### src/rtl/vram_pkg.sv
// Shared types and defaults for the frame-buffer arbiter slice.
package vram_pkg;

  localparam int DEFAULT_FIFO_DEPTH = 8;
  localparam int DEFAULT_ADDR_W     = 20;
  localparam int DEFAULT_PIX_W      = 3;

  typedef logic [DEFAULT_PIX_W-1:0]  pix_t;
  typedef logic [DEFAULT_ADDR_W-1:0] addr_t;

  typedef enum logic [1:0] {
    IDLE  = 2'd0,
    ARM   = 2'd1,
    CLEAR = 2'd2
  } arb_state_t;

endpackage

### src/rtl/sync_fifo.sv
// Synchronous FIFO with registered storage and occupancy; the head entry is
// presented combinationally, so a push in one cycle can pop in the next.
module sync_fifo #(
  parameter int WIDTH = 8,
  parameter int DEPTH = 8,
  localparam int AW = $clog2(DEPTH),
  localparam int LW = $clog2(DEPTH + 1)
) (
  input  logic             clk,
  input  logic             srst,
  input  logic             push,
  input  logic             pop,
  input  logic [WIDTH-1:0] din,
  output logic [WIDTH-1:0] head,
  output logic             full,
  output logic             empty,
  output logic [LW-1:0]    level
);

  logic [WIDTH-1:0] mem_r [DEPTH];
  logic [AW-1:0]    wr_ptr_r;
  logic [AW-1:0]    rd_ptr_r;
  logic [LW-1:0]    level_r;
  logic             push_ok_s;
  logic             pop_ok_s;

  // A full FIFO refuses pushes even when a pop frees a slot this cycle.
  assign push_ok_s = push && !full;
  assign pop_ok_s  = pop && !empty;
  assign full      = (level_r == LW'(DEPTH));
  assign empty     = (level_r == {LW{1'b0}});
  assign level     = level_r;
  assign head      = mem_r[rd_ptr_r];

  // Storage write port.
  always_ff @(posedge clk) begin
    if (push_ok_s) begin
      mem_r[wr_ptr_r] <= din;
    end
  end

  // Pointer and occupancy bookkeeping.
  always_ff @(posedge clk) begin
    if (srst) begin
      wr_ptr_r <= {AW{1'b0}};
      rd_ptr_r <= {AW{1'b0}};
      level_r  <= {LW{1'b0}};
    end else begin
      if (push_ok_s) begin
        wr_ptr_r <= wr_ptr_r + AW'(1);
      end
      if (pop_ok_s) begin
        rd_ptr_r <= rd_ptr_r + AW'(1);
      end
      case ({push_ok_s, pop_ok_s})
        2'b10:   level_r <= level_r + LW'(1);
        2'b01:   level_r <= level_r - LW'(1);
        default: level_r <= level_r;
      endcase
    end
  end

endmodule

### src/rtl/vram_arbiter.sv
// Frame-buffer RAM arbiter: scan-out reads, queued pixel writes and a fill
// engine. Define VRAM_ARB_CLEAR_SYNC_EN to defer clears to the next frame_end.
module vram_arbiter
  import vram_pkg::*;
#(
  parameter int FIFO_DEPTH = DEFAULT_FIFO_DEPTH,
  parameter int ADDR_W     = DEFAULT_ADDR_W,
  parameter int PIX_W      = DEFAULT_PIX_W
) (
  input  logic                              vclk,
  input  logic                              srst,
  input  logic [9:0]                        width,
  input  logic [9:0]                        height,
  input  logic                              visible,
  input  logic                              frame_end,
  input  logic [ADDR_W-1:0]                 scan_addr,
  output logic [PIX_W-1:0]                  pixel,
  input  logic                              wr_valid,
  input  logic [ADDR_W-1:0]                 wr_addr,
  input  logic [PIX_W-1:0]                  wr_data,
  output logic                              wr_ready,
  input  logic                              clear_start,
  input  logic [PIX_W-1:0]                  clear_color,
  output logic                              busy,
  output logic                              clear_done,
  output logic [$clog2(FIFO_DEPTH+1)-1:0]   fifo_level,
  output logic [ADDR_W-1:0]                 ram_addr,
  output logic                              ram_we,
  output logic [PIX_W-1:0]                  ram_wdata,
  input  logic [PIX_W-1:0]                  ram_rdata
);

  arb_state_t              state_r;
  logic                    busy_r;
  logic                    clear_done_r;
  logic [19:0]             clr_addr_r;
  logic [19:0]             clr_len_r;
  logic [PIX_W-1:0]        clr_color_r;
  logic                    full_s;
  logic                    empty_s;
  logic                    push_s;
  logic                    pop_s;
  logic                    clr_run_s;
  logic [ADDR_W+PIX_W-1:0] head_s;
  logic [ADDR_W-1:0]       head_addr_s;
  logic [PIX_W-1:0]        head_data_s;

`ifndef VRAM_ARB_CLEAR_SYNC_EN
  logic unused_frame_end_s;
  assign unused_frame_end_s = frame_end;
`endif

  assign wr_ready    = !full_s && !srst;
  assign push_s      = wr_valid && wr_ready;
  assign head_addr_s = head_s[ADDR_W+PIX_W-1:PIX_W];
  assign head_data_s = head_s[PIX_W-1:0];
  assign clr_run_s   = (state_r == CLEAR) && (clr_len_r != 20'd0);
  assign pixel       = ram_rdata;
  assign busy        = busy_r;
  assign clear_done  = clear_done_r;

  sync_fifo #(
    .WIDTH (ADDR_W + PIX_W),
    .DEPTH (FIFO_DEPTH)
  ) u_fifo (
    .clk   (vclk),
    .srst  (srst),
    .push  (push_s),
    .pop   (pop_s),
    .din   ({wr_addr, wr_data}),
    .head  (head_s),
    .full  (full_s),
    .empty (empty_s),
    .level (fifo_level)
  );

  // RAM port mux; queued writes wait while a clear is armed or running so they land on top of it.
  always_comb begin
    ram_addr  = scan_addr;
    ram_we    = 1'b0;
    ram_wdata = head_data_s;
    pop_s     = 1'b0;
    if (srst) begin
      ram_we = 1'b0;
    end else if (visible) begin
      ram_addr = scan_addr;
    end else if (clr_run_s) begin
      ram_addr  = ADDR_W'(clr_addr_r);
      ram_wdata = clr_color_r;
      ram_we    = 1'b1;
    end else if ((state_r == IDLE) && !empty_s && !clear_start) begin
      ram_addr  = head_addr_s;
      ram_wdata = head_data_s;
      ram_we    = 1'b1;
      pop_s     = 1'b1;
    end else begin
      ram_addr = scan_addr;
    end
  end

  // Clear engine state machine with registered busy/clear_done.
  always_ff @(posedge vclk) begin
    if (srst) begin
      state_r      <= IDLE;
      busy_r       <= 1'b0;
      clear_done_r <= 1'b0;
      clr_addr_r   <= 20'd0;
      clr_len_r    <= 20'd0;
      clr_color_r  <= {PIX_W{1'b0}};
    end else begin
      clear_done_r <= 1'b0;
      case (state_r)
        IDLE: begin
          if (clear_start) begin
            clr_color_r <= clear_color;
            clr_len_r   <= {10'd0, width} * {10'd0, height};
            clr_addr_r  <= 20'd0;
            busy_r      <= 1'b1;
`ifdef VRAM_ARB_CLEAR_SYNC_EN
            state_r     <= ARM;
`else
            state_r     <= CLEAR;
`endif
          end
        end
        ARM: begin
`ifdef VRAM_ARB_CLEAR_SYNC_EN
          if (frame_end) begin
            state_r <= CLEAR;
          end
`else
          state_r <= IDLE;
          busy_r  <= 1'b0;
`endif
        end
        CLEAR: begin
          if (clr_len_r == 20'd0) begin
            state_r      <= IDLE;
            busy_r       <= 1'b0;
            clear_done_r <= 1'b1;
          end else if (!visible) begin
            if (clr_addr_r == clr_len_r - 20'd1) begin
              state_r      <= IDLE;
              busy_r       <= 1'b0;
              clear_done_r <= 1'b1;
            end else begin
              clr_addr_r <= clr_addr_r + 20'd1;
            end
          end
        end
        default: begin
          state_r <= IDLE;
          busy_r  <= 1'b0;
        end
      endcase
    end
  end

endmodule

### config.mk
export PLATFORM = sky130hd
export DESIGN_NAME = vram_arbiter
export DESIGN_NICKNAME = d
export VERILOG_FILES = /design/src/rtl/vram_pkg.sv /design/src/rtl/sync_fifo.sv /design/src/rtl/vram_arbiter.sv
export SDC_FILE = /design/constraint.sdc
export NUM_CORES = 1
export LEC_CHECK = 0
export CORE_MARGIN = 1
export CORE_UTILIZATION = 45
export DETAILED_ROUTE_END_ITERATION = 16
export GPL_TIMING_DRIVEN = 0
export PLACE_DENSITY_LB_ADDON = 0.08
export RECOVER_POWER = 25
export SLEW_MARGIN = 20
export SYNTH_ARGS = -nofsm -noshare
export SYNTH_HDL_FRONTEND = slang
export SYNTH_SLANG_ARGS = --single-unit
### constraint.sdc
create_clock -name vclk -period 7.9 [get_ports vclk]
set_input_delay 1.58 -clock vclk [delete_from_list [all_inputs] [get_ports vclk]]
set_output_delay 1.58 -clock vclk [all_outputs]
set_load 0.02 [all_outputs]
==> metrics.yaml <==
run_status:
  status: "completed"
global_route:
  grt_overflow: 0
  grt_pass1_wl_um: 54510
  grt_util_all_layers_pct: 22.80
  grt_pass1_vias: 9440
  grt_antenna_before_repair: 2
  grt_max_degree: 20
detailed_routing:
  via_per_inst: 5.577
  post_drt_wl_per_cell_um: 20.34
  via_count: 9487
  wirelength_um: 34600
  drc: 0
  drtIter0Drc: 770
  drtAntennaViolNets: 0
  drtPass1Iterations: 5
clocking:
  clockBufferDepth: 3
  cts.sinks: 242
  cts_tree: "built"
  cts.clk_slew.worst_paths_ps: 60
  root_buffer: "clkbuf_16"
  cts_max_level: 1
  clk_latency_ps: 550
  postCtsSetupBuffers: 0
  cts_buffers: 26
  cts_resized: 0
  cts-hold-fix-buffers: 0
cells_and_area:
  drive_above_1_share_pct: 10.51
  area_growth_pct: 18.56
  fin_cells: 1701
  final_nets: 1484
worst_setup_path:
  crit_fanout: 10
  arrival_ps: 7050
  critPathLaunchType: "primary input"
  critPathKind: "primary input to register"
  max_stage_delay_ps: 660
  crit_required_ps: 8360
  crit_top_cell: "fa_1"
  crit_chain: "clkdlybuf4s50_1 > and2_1 > fa_1 > fa_1 > inv_1 > fa_1 > inv_1 > fa_1 > inv_1 > fa_1 > inv_1 > ha_1 > or3_1 > o211ai_1 > o2111ai_1 > a31oi_1 > or4b_2 > nand3_1"
  end_kind: "register"
  crit_slowest_cell: "or4b_2"
yosys:
  synth_nets: 1350
  synth_seq_cells: 242
  synth_edf_count: 184
  synthesis.area_sq_um: 13960
  ys_seq_area_share_pct: 47.90
  synth-async-reset-ratio_pct: 0
  ys_warn_count: 0
  yosysUniqueCellTypes: 69
  syn_avg_cell_area_sq_um: 12.14
  ys.flop_type: "edfxtp_1"
  postSynthCellCount: 1150
placed_design:
  dpl.hpwl_um: 25850
  place.gp.congestion: 0.8879
  dp.cells: 1652
  portBuffers: 94
worst_hold_path:
  holdCritPathClass: "register to register"
flow_run:
  maxCapViolations: 0
floorplan:
  die_w_um: 178.1
  core_sq_um: 30590
  design.die.area_sq_um: 31730
  start_util_pct: 45.63
  die_y_um: 178.1
  pin_count: 109
  std_cell_rows: 64
power:
  leakage_nw: 6.130
  vdd_drop_max_mv: 0.1874
  power_density_nw_per_um2: 248.5
timing:
  relSlewSlack_pct: 27.61
  worst_pin_slew_ps: 1077
  fmax_mhz: 151.8
  tns_ps: 0
  skew_ps: 22.26
  post-route-period-util_pct: 83.37
  fin_crit_ps: 6586
  slew_violations: 0
  hold_viol_final: 0
  rsz0062_at_grt: "no"
  setup_violations: 0
[routing by layer]
layer / track usage, % / wire (um) / vias to the layer above
met5: 0 / 12 / -
met4: 4.594 / 589 / 2
met3: 2.877 / 1521 / 37
met2: 39.32 / 17470 / 219
met1: 30.85 / 15000 / 4777
li1: - / - / 4452
[Yosys cell counts, types with 22 or more instances]
cell type,count,area [sq um]
o21ai_0,27,135.1
nand3_1,22,110.1
mux4_2,46,1036
mux2i_1,23,230.2
a21oi_1,51,255.2
edfxtp_1,184,5525
inv_1,86,322.8
nor2_1,53,198.9
clkbuf_1,37,138.9
nand2_1,123,461.7
dfxtp_1,58,1161
xnor2_1,24,210.2
ha_1,62,775.7
and2_1,64,400.4
fa_1,63,1261
[flip-flops by register name, summed over array words and instances, names as in the netlist, named ones only]
signal	count
u_fifo.mem_r	184
clr_addr_r	20
clr_len_r	20
u_fifo.level	4
clr_color_r	3
u_fifo.rd_ptr_r	3
u_fifo.wr_ptr_r	3
busy	1
clear_done	1
[critical path, delay by kind of cell]
family                     cells  cell delay, ps
adders and majority gates      6            2760
AOI/OAI and AO/OA              3             690
and+or+nand+nor                4            1200
buffers and inverters          5             820
[final cells by class]
cell class	instances	area, sq um
diodes	1	2.502
flip-flops and latches	242	6686
plain buffers	57	261.5
multi-input cells	765	6743
repair buffers	106	1155
clock buffers	29	661.9
well taps	396	495.5
inverters	86	322.8
fillers	2644	14040
clock inverters	19	221.5
[power by group]
part | internal (mW) | total, mW | switching [mW] | leakage [nW]
clock network | 0.739 | 1.24 | 0.505 | 0.434
logic | 0.625 | 1.42 | 0.791 | 3.56
registers | 1.41 | 1.45 | 0.0431 | 2.13
total | 2.77 | 4.11 | 1.34 | 6.13
[cells in the final DEF, fill, tap and decap left out, types with 27 or more instances in the layout]
cell type	n
ha_1	62
inv_1	86
edfxtp_1	184
a21oi_1	51
nand2_1	123
clkdlybuf4s50_1	78
fa_1	63
mux4_2	46
clkbuf_1	40
o21ai_0	27
nor2_1	47
and2_1	64
dfxtp_1	58
[metrics by stage]
stage	util [%]	hold WS (ps)	instance area (sq um)	total power, mW	worst slack [ps]
2_1_floorplan	-	436.7	13960	2.541	1541
3_3_place_gp	50.33	457.5	15390	2.903	752.7
3_5_place_dp	51.21	457.4	15660	2.911	775.0
4_1_cts	54.09	465.8	16550	4.162	1300
5_1_grt	54.10	488.8	16550	4.392	1012
6_report	54.10	467.3	16550	4.113	1314
[logic make-up (layout without fill, tap and decap cells)]
group                    Yosys count  count (layout)  synth area share (%)
AND/OR/NAND/NOR                  358             358                 13.28
flip-flops                       242             242                 47.90
AO/OA/AOI/OAI                    165             165                 7.781
buffers and inverters            143             297                 4.186
adder cells (fa/ha/maj)          125             125                 14.59
multiplexers                      73              73                 9.394
XOR/XNOR                          44              44                 2.859
other                              0               1                     0
[final timing paths]
check | startpoint | to | slack, ps | cells past startpoint
max | width[3] | clr_len_r[18]$_SDFFE_PP0P_ | 1310 | 18
min | clr_color_r[1]$_SDFFE_PP0P_ | clr_color_r[1]$_SDFFE_PP0P_ | 470 | 2
max reg2reg | clr_len_r[0]$_SDFFE_PP0P_ | clr_addr_r[9]$_SDFFE_PP0P_ | 4230 | 12
min reg2reg | clr_color_r[1]$_SDFFE_PP0P_ | clr_color_r[1]$_SDFFE_PP0P_ | 470 | 2
(Power assumes the default switching activity.)
==> variant 1 (same flow settings) <==
The 3 states of `arb_state_t` get a one-hot encoding in 3 bits.
--- a/src/rtl/vram_pkg.sv
+++ b/src/rtl/vram_pkg.sv
@@ -9,8 +9,8 @@
   typedef logic [DEFAULT_ADDR_W-1:0] addr_t;
 
-  typedef enum logic [1:0] {
-    IDLE  = 2'd0,
-    ARM   = 2'd1,
-    CLEAR = 2'd2
+  typedef enum logic [2:0] {
+    IDLE  = 3'b001,
+    ARM   = 3'b010,
+    CLEAR = 3'b100
   } arb_state_t;
 
Behaviour: same outputs for any inputs over 4 cycles, from zero or initial values and one cycle with srst high; so few cycles prove little.
==> variant 1 against the unedited design <==
Sequential share of layout area hardly changed. Cell area is 0.29% higher. Wire length fell by 1.7%. Critical path depth rose by 4. Non-clock buffer count rose by 1. Largest power group unchanged. Setup slack worse by 0.60 ns. Fmax down 8.4%. Synthesized cell count decreased by 0.78%. Die area decreased by 0.71%. Total power rose by 1.8%. Area after synthesis fell by 0.72%. Sequential power barely moved. Sequential cell count grew 1. Clock power is 17% higher.
==> variant 1: results (changes against the unedited design) <==
metric,value,unit,change
result of the run,completed,,unchanged
switching share of power,0.303,,was 0.326
critical path's slowest cell,a2111oi_0,,was or4b_2
final instance count without filler cells,1687,,was 1701
sequential area share after synthesis,0.484,,was 0.479
clock network power,1.45,mW,was 1.24 mW
placed insts,1636,,was 1652
commonest cells in the synthesized netlist,"edfxtp_1 (184), nand2_1 (123), inv_1 (97)",,"was edfxtp_1 (184), nand2_1 (123), inv_1 (86)"
max-slew headroom at the worst pin,0.260,,was 0.276
summed area of non-filler cells in the final layout,16600,um^2,was 16500 um^2
post-synthesis cell count,1141,,was 1150
met2 track demand over resource,0.387,,was 0.393
cell area after placement,15600,um^2,was 15700 um^2
number of input and output port buffers inserted,92,,was 94
r2r worst-path depth,13,,was 12
total power,4.19,mW,was 4.11 mW
combinational logic power,1.28,mW,was 1.42 mW
delay contributed by the slowest stage of the critical path,0.73,ns,was 0.66 ns
gpl congestion,0.899,,was 0.888
maximum number of pins on one net before global-route repair,19,,was 20
Final Skew,0.0133,ns,was 0.0223 ns
global-route wire length before repair,53800,um,was 54500 um
worst-case register-to-register setup slack,4.18,ns,was 4.23 ns
final wirelength,34000,um,was 34600 um
worst-case hold slack,0.463,ns,was 0.467 ns
All-Layer GR Usage,0.226,,was 0.228
layout net count,1475,,was 1484
-- variant 1: cell count changes after synthesis, moves of 7 or more --
| cell | unedited run | this run |
|---|---|---|
| nand4_1 | 10 | 3 |
| o31ai_1 | 9 | 1 |
| xnor2_1 | 24 | 34 |
| nand2b_1 | 3 | 12 |
| a21oi_1 | 51 | 39 |
| a211oi_1 | 6 | 13 |
| o21ai_0 | 27 | 37 |
| clkbuf_1 | 37 | 46 |
| or4_1 | 14 | 5 |
| inv_1 | 86 | 97 |
-- variant 1: cell type report --
type | instances | area share
Sequential cell | 243 | 0.404
Multi-Input combinational cell | 742 | 0.398
Timing Repair Buffer | 105 | 0.0691
Clock buffer | 30 | 0.0420
Tap cell | 390 | 0.0294
Inverter | 97 | 0.0219
Clock inverter | 20 | 0.0207
Buffer | 59 | 0.0148
Antenna cell | 1 | 0.000151
-- variant 1: worst max path at each step --
stage | startpoint | to | slack [ns] | cells past startpoint
global placement | width[7] | clr_len_r[18]$_SDFFE_PP0P_ | 0.21 | 22
global route | width[7] | clr_len_r[18]$_SDFFE_PP0P_ | 0.23 | 22
CTS | width[7] | clr_len_r[18]$_SDFFE_PP0P_ | 0.76 | 22
detailed placement | width[7] | clr_len_r[18]$_SDFFE_PP0P_ | 0.26 | 22
floorplan | height[1] | clr_len_r[18]$_SDFFE_PP0P_ | 0.91 | 22
finish | width[7] | clr_len_r[18]$_SDFFE_PP0P_ | 0.71 | 22
-- variant 1: kinds of logic after synthesis --
logic type      after synthesis  share of synthesized area
flops                       243                      0.484
simple gates                329                      0.117
mux                          74                     0.0952
buf+inv                     156                     0.0440
compound gates              160                     0.0790
fa+ha+maj                   125                      0.147
xor+xnor                     54                     0.0341
==> variant 2 (config.mk and constraints unchanged) <==
Without the edit above. Set the package constant `DEFAULT_PIX_W` to 5 (it was 3).
--- a/src/rtl/vram_pkg.sv
+++ b/src/rtl/vram_pkg.sv
@@ -4,5 +4,5 @@
   localparam int DEFAULT_FIFO_DEPTH = 8;
   localparam int DEFAULT_ADDR_W     = 20;
-  localparam int DEFAULT_PIX_W      = 3;
+  localparam int DEFAULT_PIX_W      = 5;
 
   typedef logic [DEFAULT_PIX_W-1:0]  pix_t;
Interface: changed (5 resized); port bits go from 109 to 119. No check against the original RTL was run, so the function may have changed too.
==> variant 2 against the unedited design <==
First-iteration DRC count fell by 24%. Wire length fell by 1.7%. Area after synthesis rose by 3.7%. Setup slack got worse by 0.11 ns. Highest routed layer is now met4. Largest cell class is now sequential cells. Cell area rose by 3.8%. Sequential share of layout area rose by 1.6 points. Total power rose by 0.50%. Combinational power fell by 6%. Utilization rose by 0.19 points. Global-route usage fell by 1.3 points. Sequential cell count rose by 18. Non-clock buffer count rose by 15. Sequential power rose by 7%. Largest power group unchanged.
==> variant 2: results (changes against the unedited design) <==
metric,value,unit,change
starting DRC count in detailed routing,589,,was 770
Final Skew,0.0502,ns,was 0.0223 ns
portion of netlist area occupied by mux cells,0.0979,,was 0.0939
DP HPWL,25000,um,was 25900 um
number of clock-tree buffers in the layout,33,,was 29
final routed wire length divided by cell count,19.7,um,was 20.3 um
Crit path arrival time,7.12,ns,was 7.05 ns
vias per cell,5.43,,was 5.58
number of flops mapped to enable cells by yosys,200,,was 184
adder-cell share of the synthesized area,0.141,,was 0.146
number of buffers added by the clock tree synthesis step,28,,was 26
maximum number of pins on one net before global-route repair,18,,was 20
commonest cells in the synthesized netlist,"edfxtp_1 (200), nand2_1 (124), inv_1 (85)",,"was edfxtp_1 (184), nand2_1 (123), inv_1 (86)"
Netlist cell types,70,,was 69
delay contributed by the slowest stage of the critical path,0.71,ns,was 0.66 ns
gpl congestion,0.838,,was 0.888
Syn Nets,1360,,was 1350
area of combinational cells with multiple inputs,6730,um^2,was 6740 um^2
Synth Area in Compound Gates,0.0725,,was 0.0778
power share of the clock group,0.303,,was 0.302
fraction of area in non-clock buffers,0.0892,,was 0.0856
buffers outside the clock class,178,,was 163
placed insts,1673,,was 1652
worst slack at placement,0.652,ns,was 0.775 ns
layout filler cell count,2708,,was 2644
worst-case register-to-register setup slack,4.31,ns,was 4.23 ns
r2r worst-path depth,13,,was 12
post-synthesis cell count,1154,,was 1150
switching share of power,0.315,,was 0.326
number of input and output port buffers inserted,103,,was 94
combinational logic power,1.33,mW,was 1.42 mW
clock-cell share of area,0.0514,,was 0.0534
fraction of area in registers,0.420,,was 0.404
Area contributors post-synth,"edfxtp_1 (42%), fa_1 (8.7%), dfxtp_1 (8.3%)",,"was edfxtp_1 (40%), fa_1 (9.0%), dfxtp_1 (8.3%)"
layout net count,1507,,was 1484
global-route wire length before repair,54800,um,was 54500 um
number of antenna cells inserted,0,,was 1
multi-input gate count,748,,was 765
Max VDD drop,0.206,mV,was 0.187 mV
leakage component of the power,6.38,nW,was 6.13 nW
final wirelength,34000,um,was 34600 um
number of global-route vias before repair,9758,,was 9440
worst r2r dst,clr_addr_r[11]$_SDFFE_PP0P_,,was clr_addr_r[9]$_SDFFE_PP0P_
registers with the most flip-flops,"u_fifo.mem_r (200), clr_addr_r (20), clr_len_r (20)",,"was u_fifo.mem_r (184), clr_addr_r (20), clr_len_r (20)"
cell area after placement,16300,um^2,was 15700 um^2
antenna violations before repair,0,,was 2
result of the run,completed,,unchanged
Max Freq,149,MHz,was 152 MHz
All-Layer GR Usage,0.215,,was 0.228
post-synthesis sequential element count,260,,was 242
share of post-route cells with drive strength above 1,0.0998,,was 0.105
critical path's slowest cell,clkdlybuf4s50_1,,was or4b_2
[variant 2: cell count changes in the layout (fill, tap and decap cells not counted), sizes merged, moves of 7 or more]
| cell | delta |
|---|---|
| or4 | -13 |
| o211ai | -7 |
| a22o | +7 |
| clkbuf | +15 |
| edfxtp | +16 |
| o22ai | -7 |
| nand3 | -13 |
| xnor2 | +10 |
[variant 2: tightest hold or removal path: stages (launching register included)]
cell	delay, ns
dfxtp_1	0.31
nand2_1	0.05
a21oi_1	0.05
[variant 2: metal layers]
| metal | vias up | part of all wire | track usage |
|---|---|---|---|
| met2 | 141 | 0.50 | 0.376 |
| met5 | - | 0 | 0 |
| li1 | 4447 | - | - |
| met4 | 0 | 0.019 | 0.0441 |
| met1 | 4741 | 0.45 | 0.291 |
| met3 | 37 | 0.027 | 0.0232 |
